$ cat src/rtl/heart_timer.sv
// Loadable down-counter that stops at zero; load has priority over decrement.
module heart_timer #(
  parameter int            CW      = 8,
  parameter logic [CW-1:0] RST_VAL = '0
) (
  input  logic          clk,
  input  logic          rst,
  input  logic          load,
  input  logic [CW-1:0] load_val,
  input  logic          en,
  output logic          zero
);

  logic [CW-1:0] cnt_q;

  assign zero = (cnt_q == '0);

  always_ff @(posedge clk or negedge rst) begin
    if (!rst)              cnt_q <= RST_VAL;
    else if (load)         cnt_q <= load_val;
    else if (en && !zero)  cnt_q <= cnt_q - CW'(1);
  end

endmodule

$ cat config.mk
export PLATFORM = sky130hd
export DESIGN_NAME = heart_timer
export DESIGN_NICKNAME = d
export VERILOG_FILES = /design/src/rtl/heart_timer.sv
export SDC_FILE = /design/constraint.sdc
export NUM_CORES = 1
export LEC_CHECK = 0
export BUFFER_PORTS_ARGS = -buffer_cell sky130_fd_sc_hd__buf_4
export CAP_MARGIN = 20
export CELL_PAD_IN_SITES_DETAIL_PLACEMENT = 1
export CELL_PAD_IN_SITES_GLOBAL_PLACEMENT = 2
export CORE_MARGIN = 2
export CORE_UTILIZATION = 29
export CTS_CLUSTER_SIZE = 25
export DETAILED_ROUTE_END_ITERATION = 6
export PLACE_DENSITY = 0.74
export SLEW_MARGIN = 25
export SYNTH_ARGS = -nofsm -noshare
export SYNTH_HDL_FRONTEND = slang
export SYNTH_SLANG_ARGS = --single-unit
$ cat constraint.sdc
create_clock -name clk -period 2.5 [get_ports clk]
set_input_delay 0.25 -clock clk [delete_from_list [all_inputs] [get_ports clk]]
set_output_delay 0.25 -clock clk [all_outputs]
set_load 0.05 [all_outputs]
# After elaboration in Yosys (flattened, before gate mapping)
# Index checks and enable logic that the tools add are counted.
dict set report classes {
  n_reduce_logical 4
  add_sub_neg 1
  mux 2
}
# operator count
set op_table {}
lappend op_table {{2-to-1 mux 8 bit} 2}
lappend op_table {{zero test 8 bit} 1}
lappend op_table {{subtractor 8 x 1 -> 8 bit, second input constant} 1}
lappend op_table {{nonzero test 2 bit} 1}
lappend op_table {{logical AND 1 bit} 1}
lappend op_table {{zero test 1 bit} 1}
dict set report totals {
  register_bits 8
  in_bits 12
}

# Longest topological paths before layout
# Gate-level depths: netlist of the first run.
dict set report logic_depth {
  word_depth 5
  depth_mapped 5
  mapped_depth_nobuf 5
}

# Least setup slack after synthesis of the first run
# OpenSTA, ideal clock, no wires.
dict set report synth_path {
  path_kind {register to register}
  start {reg cnt_q[0]}
  end {reg cnt_q[3]}
  slack_ns 0.346
  arrival_ns 1.981
  required_ns 2.328
  synth_period_minus_slack_ns 2.154
  setup_ns 0.172
  path_stages_with_launch 6
  path_cell_list {dfrtp_1 -> inv_1 -> ha_1 -> or3b_2 -> nor2_1 -> o221ai_1}
}
dict set report synth_between {
  elab_chain_cells 4
}
# item line
set synth_rtl {}
lappend synth_rtl {{start: declaration} 14} ;# logic [CW-1:0] cnt_q;
lappend synth_rtl {{start signal: assignment} 20} ;# else if (load) cnt_q <= load_val;
lappend synth_rtl {{start signal: assignment} 21} ;# else if (en && !zero) cnt_q <= cnt_q - CW'(1);
lappend synth_rtl {{zero test 8 bit} 16} ;# assign zero = (cnt_q == '0);
lappend synth_rtl {{named net zero} 11} ;# output logic zero
lappend synth_rtl {{zero test 1 bit} 21}
lappend synth_rtl {{logical AND 1 bit} 21}
lappend synth_rtl {{nonzero test 2 bit (no source line)} --}
# The timed path passes the listed nets, and every way through them passes these cells. The select of a mux whose other input is x is not followed.
# A chain may end at the register's enable or synchronous reset.

# Worst setup path after layout of the first run
dict set report layout_path {
  start {reg cnt_q[0]}
  end {out zero}
}
dict set report layout_between {
  elab_chain_cells 1
}
# item line
set layout_rtl {}
lappend layout_rtl {{zero test 8 bit} 16}
lappend layout_rtl {{end: declaration} 11}
# Every way passes these cells.

==> results of run 1 <==
[routing by layer]
metal	vias up	wire length, µm
li1	263	-
met3	2	72
met1	252	730
met4	0	12
met5	-	0
met2	11	631
[cell usage in the layout (no fill, tap or decap)]
| master | n |
|---|---|
| o311a_1 | 1 |
| or3b_2 | 1 |
| nor4_1 | 1 |
| clkbuf_4 | 3 |
| or4_1 | 3 |
| inv_1 | 2 |
| o21ai_0 | 2 |
| a211o_1 | 1 |
| nor2_1 | 5 |
| a2bb2oi_1 | 1 |
| o211ai_1 | 1 |
| or3_1 | 1 |
| o221ai_1 | 1 |
| a211o_2 | 1 |
| nand4_1 | 2 |
| o211a_1 | 1 |
| a31oi_1 | 2 |
| o31ai_1 | 1 |
| nand2_1 | 2 |
| nor3b_1 | 3 |
| nor2b_1 | 1 |
| ha_1 | 2 |
| clkinv_1 | 1 |
| nand3_1 | 2 |
| dfrtp_1 | 8 |
| a21oi_1 | 3 |
| dlygate4sd3_1 | 1 |
| a221o_1 | 2 |
| buf_4 | 13 |
| or3b_1 | 1 |
| nor3_1 | 3 |
| o2111ai_1 | 1 |
[worst max-delay path, stage by stage (launching register included)]
cell     delay, ns
dfrtp_1       0.40
inv_1         0.12
ha_1          0.20
or3b_2        0.49
nor2_1        0.15
buf_4         0.22
[final timing paths]
| check | startpoint | to | slack [ns] | cells after the start |
|---|---|---|---|---|
| worst max register to register | cnt_q[2]$_DFFE_PN0P_ | cnt_q[6]$_DFFE_PN0P_ | 0.60 | 3 |
| worst max-delay path | cnt_q[0]$_DFFE_PN0P_ | zero | 0.42 | 5 |
| worst min register to register | cnt_q[4]$_DFFE_PN0P_ | cnt_q[4]$_DFFE_PN0P_ | 0.60 | 2 |
| min in group asynchronous | rst | cnt_q[6]$_DFFE_PN0P_ | 0.36 | 2 |
| worst min-delay path | load_val[3] | cnt_q[3]$_DFFE_PN0P_ | 0.21 | 3 |
| max in group asynchronous | rst | cnt_q[2]$_DFFE_PN0P_ | 2.01 | 2 |
[cell type report]
type,instances,area share (%)
multi-input combinational,45,45.2
inverter,3,1.65
sequential,8,29.4
tap,25,4.60
clock buffer,3,3.31
timing repair buffer,14,15.8
[Yosys cell counts (3+ instances only)]
library cell	instances	area, µm²
nor3b_1	3	22.5
a21oi_1	3	15.0
dfrtp_1	8	200
or4_1	3	22.5
nor3_1	3	15.0
nor2_1	5	18.8
[stage by stage]
stage / worst slack, ns / util (%) / cell area [µm²] / hold slack (ns)
final: 0.417 / 39.4 / 681 / 0.207
after global routing: 0.296 / 39.4 / 681 / 0.221
after CTS: 0.415 / 39.4 / 681 / 0.200
after detailed placement: 0.616 / 37.5 / 648 / 0.0801
after global placement: 0.627 / 37.5 / 648 / 0.0804
after floorplan: 0.346 / - / 528 / -0.0456
[what timing repair did]
action / in CTS / in global routing
hold buffers: 1 / 0
hold endpoints to repair: 8 / 0
setup endpoints to repair: 0 / 0
[power by group]
group	switching [mW]	total, mW	internal (mW)	leakage (nW)
Sequential	0.0172	0.161	0.144	0.0942
Clock	0.0464	0.102	0.0551	0.0138
Combinational	0.0419	0.0824	0.0405	0.169
[kinds of logic after synthesis]
kind of cell / Yosys count / share of synthesized area [%]
AOI/OAI and AO/OA: 18 / 26.1
adders and majority gates: 2 / 4.74
buffers and inverters: 5 / 3.79
DFF: 8 / 37.9
and+or+nand+nor: 25 / 27.5
==> out/results.tsv, run 1 <==
metric	value	unit
status	finished, final reports clean	
Yosys Warn Count	0	
Root Driver	clkbuf_4	
P&R area growth vs syn	28.9	%
layer with the highest usage	met1	
Die H	46.7	µm
critical path arrival	1.83	ns
register area share after synthesis	37.9	%
DRT Wirelength	1.45	mm
Clock Pin Slew Worst Setup and Hold Paths	0.06	ns
nets	89	
number of max-cap violations	0	
number of iterations in the first detailed-routing pass	2	
Die X	46.7	µm
CP Launch Type	flip-flop	
row count	15	
DRC viols	0	
max FFs per register	8	
post-route insts no fill	98	
RD Place Congestion	0.787	
Worst VDD drop	0.000224	V
gr ovfl total	0	
Top Ports	13	
leakage	0.277	nW
worst skew pair latency	0.25	ns
fin. max-slew vios	0	
final-report setup violation count	0	
vias in the first global route	505	
first-pass GRT wire length	2.34	mm
largest net degree at the start of global routing	15	
Main synth FF type	dfrtp_1	
Setup CP Type	reg -> out	
Slew @ Worst Pin	0.717	ns
Synth Net Count	72	
Critical Path End Type	output port	
Syn Std Cell Area	528	µm²
Pwr Total	0.345	mW
flops & latches, synth	8	
met3 usage	5.49	%
Antenna diodes	0	
die footprint	2180	µm²
number of synthesized flops with an enable pin	0	
GRT Overall Usage	16.0	%
f_max	480	MHz
Req. time, crit path	2.25	ns
multi-input logic area	308	µm²
Slew headroom	51.8	%
placed insts	94	
CTS tree	yes	
number of vias per cell	5.39	
Core Area	1730	µm²
Syn Inst Count	58	
vias post-DR	528	
Max Clock Skew	0.000433	ns
ratio of cells with drive above 1 in the final layout	24.7	%
DR iter-0 viols	4	
Netlist cell types	31	
setup TNS	0	ns
Period minus WS final	2.08	ns
Biggest register	cnt_q	
# H-tree levels	1	
Post-CTS Resized	0	
TritonCTS Buffers	3	
ys async rst share	100	%
endpoints failing hold	0	
Post-Syn Area per Cell	9.10	µm²
Largest regs	cnt_q: 8 flops	
power per cell area	507	nW/µm²
Post-CTS Setup Inserts	0	
Initial Util	30.6	%
WL per Instance	14.8	µm
GR Util met2	21.9	%
Reg area	200	µm²
RSZ-0062 raised after global routing	false	
fillers	210	
Post-DRT Antenna Nets	0	
antenna violations before repair	0	
worst-path fanout max	4	
PortBufs	12	
post-detail-place hpwl	1.08	mm
Clock Tree Buf Depth	2	
hold crit path type	in -> reg	
Sinks on Clock Net	8	
M1 GR Usage	22.0	%
Tcrit/Tclk final	83.3	%
No activity file was read; power rests on OpenSTA's default activity.
==> run 2, diff against run 1 <==
--- a/config.mk
+++ b/config.mk
@@ -10,10 +10,10 @@
 export CELL_PAD_IN_SITES_DETAIL_PLACEMENT = 1
 export CELL_PAD_IN_SITES_GLOBAL_PLACEMENT = 2
 export CORE_MARGIN = 2
-export CORE_UTILIZATION = 29
+export CORE_UTILIZATION = 26
 export CTS_CLUSTER_SIZE = 25
 export DETAILED_ROUTE_END_ITERATION = 6
-export PLACE_DENSITY = 0.74
+export PLACE_DENSITY = 0.7
 export SLEW_MARGIN = 25
 export SYNTH_ARGS = -nofsm -noshare
 export SYNTH_HDL_FRONTEND = slang
==> constraint.sdc (replaced) <==
create_clock -name clk -period 1.9 [get_ports clk]
set_input_delay 0.19 -clock clk [delete_from_list [all_inputs] [get_ports clk]]
set_output_delay 0.19 -clock clk [all_outputs]
set_load 0.05 [all_outputs]
==> out/results.tsv, run 2 (same netlist as run 1, synthesis figures left out) <==
metric	value	unit
DRT Wirelength	1.62	mm
fillers	237	
Critical Path End Type	output port	
max FFs per register	8	
setup TNS	0	ns
Clock Tree Buf Depth	2	
hold slack	0.153	ns
Root Driver	clkbuf_4	
Slew headroom	79.3	%
Tcrit/Tclk final	96.7	%
antenna violations before repair	0	
leakage	0.305	nW
worst setup path startpoint	cnt_q[2]$_DFFE_PN0P_	
DR iter-0 viols	7	
worst skew pair latency	0.25	ns
f_max	544	MHz
Slew @ Worst Pin	0.309	ns
P&R area growth vs syn	42.9	%
Setup CP Type	reg -> out	
Req. time, crit path	1.71	ns
CP Cell Sequence	or4_4 > buf_4 > nor2_4 > buf_8	
setup slack after placement	0.107	ns
vias in the first global route	536	
placed insts	99	
Post-DRT Antenna Nets	0	
status	finished, final reports clean	
Core Area	1940	µm²
endpoints failing hold	0	
Final WS setup	0.0619	ns
CP max stage delay	0.56	ns
Biggest register	cnt_q	
post-detail-place hpwl	1.17	mm
hold crit path type	in -> reg	
vias post-DR	548	
die footprint	2410	µm²
Sinks on Clock Net	8	
Max Clock Skew	0.000852	ns
number of vias per cell	5.22	
Period minus WS final	1.84	ns
Setup crit end	zero	
row count	16	
fin. max-slew vios	0	
Antenna diodes	0	
PortBufs	12	
end of the worst register-to-register path	cnt_q[6]$_DFFE_PN0P_	
worst-path fanout max	5	
WL per Instance	15.5	µm
number of iterations in the first detailed-routing pass	4	
number of max-cap violations	0	
commonest non-fill, non-tap cell in the layout	buf_4	
Initial Util	27.2	%
post-route insts no fill	105	
DRC viols	0	
Top Ports	13	
GRT Overall Usage	15.0	%
TritonCTS Buffers	3	
gr ovfl total	0	
Worst VDD drop	0.000294	V
largest net degree at the start of global routing	15	
RD Place Congestion	0.767	
CP Launch Type	flip-flop	
first-pass GRT wire length	2.74	mm
R2R Setup Slk	0.20	ns
FF-to-FF Start	cnt_q[2]$_DFFE_PN0P_	
Largest regs	cnt_q: 8 flops	
# H-tree levels	1	
RSZ-0062 raised after global routing	false	
slowest stage cell on the critical path	or4_4	
Die H	49.1	µm
Clock Pin Slew Worst Setup and Hold Paths	0.06	ns
nets	94	
CTS tree	yes	
critical path arrival	1.65	ns
ratio of cells with drive above 1 in the final layout	34.6	%
Reg2Reg Depth	3	
Die X	49.1	µm
final-report setup violation count	0	
power per cell area	651	nW/µm²
commonest cells after routing, fill and taps aside	buf_4, dfrtp_1, nor2_1	
[run 2: worst min path at each step]
stage,slack (ns),cells after the start,start,endpoint
finish,0.15,3,load_val[3],cnt_q[3]$_DFFE_PN0P_
global route,0.15,3,load_val[3],cnt_q[3]$_DFFE_PN0P_
CTS,0.16,3,load_val[3],cnt_q[3]$_DFFE_PN0P_
detailed placement,0.02,1,rst,cnt_q[7]$_DFFE_PN0P_
global placement,0.02,1,rst,cnt_q[7]$_DFFE_PN0P_
floorplan,-0.11,0,rst,cnt_q[0]$_DFFE_PN0P_
[run 2: critical path: cells and delay by family (launching register included)]
| family | cells | cell delay (ns) |
|---|---|---|
| buffers and inverters | 2 | 0.32 |
| DFF | 1 | 0.38 |
| and+or+nand+nor | 2 | 0.68 |
[run 2: layout make-up]
type                       count  area [µm²]  share of cell area, %
inverter                       3        11.3                   1.49
sequential                     8         200                   26.5
clock buffer                   3        22.5                   2.99
timing repair buffer          19         153                   20.2
multi-input combinational     45         334                   44.3
tap                           27        33.8                   4.48
[run 2: stage by stage]
| stage | utilization (%) | instance area, µm² | power (mW) |
|---|---|---|---|
| 3_3_place_gp | 34.8 | 676 | 0.329 |
| 3_5_place_dp | 34.8 | 676 | 0.332 |
| 6_report | 38.9 | 754 | 0.491 |
| 5_1_grt | 38.9 | 754 | 0.530 |
| 2_1_floorplan | - | 531 | 0.276 |
| 4_1_cts | 37.8 | 733 | 0.487 |
[run 2: power breakdown]
part | internal (mW) | switching, mW | leakage, nW | total (mW)
clock network | 0.0730 | 0.0675 | 0.0138 | 0.140
registers | 0.189 | 0.0199 | 0.0942 | 0.209
logic | 0.0723 | 0.0696 | 0.197 | 0.142
[run 2: metal layers]
| layer | GRT usage (%) | up-vias | part of all wire, % |
|---|---|---|---|
| met2 | 21.8 | 11 | 42 |
| met4 | 4.29 | 0 | 0 |
| li1 | - | 273 | - |
| met3 | 3.37 | 0 | 4.3 |
| met1 | 21.9 | 264 | 53 |
| met5 | 0 | - | 0 |
[run 2: repair_timing]
item | 4_1_cts | 5_1_grt
gates resized for setup | 5 | 3
hold endpoints to repair | 8 | 0
hold buffers | 1 | 0
setup buffers | 1 | 1
setup endpoints to repair | 1 | 1
==> run 3, diff against run 2 <==
--- a/config.mk
+++ b/config.mk
@@ -14,6 +14,7 @@
 export CTS_CLUSTER_SIZE = 25
 export DETAILED_ROUTE_END_ITERATION = 6
 export PLACE_DENSITY = 0.7
+export RECOVER_POWER = 100
 export SLEW_MARGIN = 25
 export SYNTH_ARGS = -nofsm -noshare
 export SYNTH_HDL_FRONTEND = slang
==> out/results.tsv, run 3 (same netlist as run 1, synthesis figures left out) <==
metric	value	unit
post-route core utilization	38.3	%
RSZ-0062 raised after global routing	false	
fin. max-slew vios	0	
WL per Instance	15.4	µm
nets	94	
Tcrit/Tclk final	96.5	%
Top Ports	13	
Sinks on Clock Net	8	
Critical Path End Type	output port	
Final WS setup	0.0669	ns
Die H	49.1	µm
f_max	546	MHz
Period minus WS final	1.83	ns
commonest non-fill, non-tap cell in the layout	buf_4	
number of vias per cell	5.30	
post-route insts no fill	105	
CTS tree	yes	
Setup CP Type	reg -> out	
Slew @ Worst Pin	0.509	ns
power per cell area	656	nW/µm²
Largest regs	cnt_q: 8 flops	
vias in the first global route	536	
DRC viols	0	
Clock Pin Slew Worst Setup and Hold Paths	0.06	ns
critical path arrival	1.64	ns
ratio of cells with drive above 1 in the final layout	30.8	%
Core Area	1940	µm²
# H-tree levels	1	
largest net degree at the start of global routing	15	
Die X	49.1	µm
worst-path fanout max	5	
setup slack after placement	0.107	ns
hold crit path type	in -> reg	
worst skew pair latency	0.25	ns
final-report setup violation count	0	
TritonCTS Buffers	3	
PortBufs	12	
RD Place Congestion	0.767	
number of max-cap violations	0	
DRT Wirelength	1.62	mm
Biggest register	cnt_q	
Max Clock Skew	0.000680	ns
Reg2Reg Depth	3	
leakage	0.294	nW
gr ovfl total	0	
first-pass GRT wire length	2.74	mm
commonest cells after routing, fill and taps aside	buf_4, dfrtp_1, nor2_1	
Antenna diodes	0	
Pwr Total	0.488	mW
CP Launch Type	flip-flop	
DR iter-0 viols	6	
setup TNS	0	ns
antenna violations before repair	0	
Root Driver	clkbuf_4	
Initial Util	27.2	%
Clock Tree Buf Depth	2	
status	finished, final reports clean	
max FFs per register	8	
row count	16	
number of iterations in the first detailed-routing pass	5	
die footprint	2410	µm²
P&R area growth vs syn	40.8	%
Worst VDD drop	0.000294	V
post-detail-place hpwl	1.17	mm
endpoints failing hold	0	
Req. time, crit path	1.71	ns
Hold Path Cell Cnt	3	
vias post-DR	557	
Post-DRT Antenna Nets	0	
GRT Overall Usage	15.0	%
Slew headroom	66.1	%
placed insts	99	
fillers	239	
==> run 3: repair_timing <==
action	4_1_cts	5_1_grt
endpoints found under the hold margin	8	0
buffers inserted	1	1
resized for setup	5	3
setup endpoints to repair	1	1
hold buffers	1	0
==> run 3: worst max-delay path, cell delays in order, from the launching register on <==
cell and delay (ns):
dfrtp_1 0.38, or4_4 0.56, buf_4 0.17, nor2_4 0.12, buf_8 0.15
==> run 3: per-stage QoR <==
| step | hold slack [ns] | area [µm²] |
|---|---|---|
| after floorplan | -0.106 | 531 |
| after global placement | 0.0207 | 676 |
| after detailed placement | 0.0219 | 676 |
| after CTS | 0.157 | 733 |
| after global routing | 0.151 | 743 |
| final | 0.153 | 743 |
==> run 3: cell type report <==
type                            instances  area (µm²)  area share, %
Sequential cell                         8         200           26.9
Timing Repair Buffer                   19         141           19.0
Tap cell                               27        33.8           4.55
Clock buffer                            3        22.5           3.03
Inverter                                3        11.3           1.52
Multi-Input combinational cell         45         334           44.9
==> run 3: layer usage <==
layer / global-route usage, % / vias to the layer above / wire [µm]
met2: 21.8 / 15 / 682
met1: 21.9 / 268 / 851
met3: 3.37 / 0 / 86
met5: 0 / - / 0
li1: - / 274 / -
met4: 4.29 / 0 / 0
==> run 3: path summary, 6_finish.rpt <==
path / endpoint / slack [ns] / startpoint
setup / recovery: zero / 0.07 / cnt_q[2]$_DFFE_PN0P_
hold / removal: cnt_q[3]$_DFFE_PN0P_ / 0.15 / load_val[3]
setup reg to reg: cnt_q[6]$_DFFE_PN0P_ / 0.21 / cnt_q[2]$_DFFE_PN0P_
hold reg to reg: cnt_q[4]$_DFFE_PN0P_ / 0.61 / cnt_q[4]$_DFFE_PN0P_
max in group asynchronous: cnt_q[3]$_DFFE_PN0P_ / 1.15 / rst
min in group asynchronous: cnt_q[7]$_DFFE_PN0P_ / 0.41 / rst
==> run 3: power breakdown <==
part	total (mW)	switching, mW	internal (mW)
clock network	0.141	0.0680	0.0730
registers	0.209	0.0197	0.189
logic	0.138	0.0700	0.0679
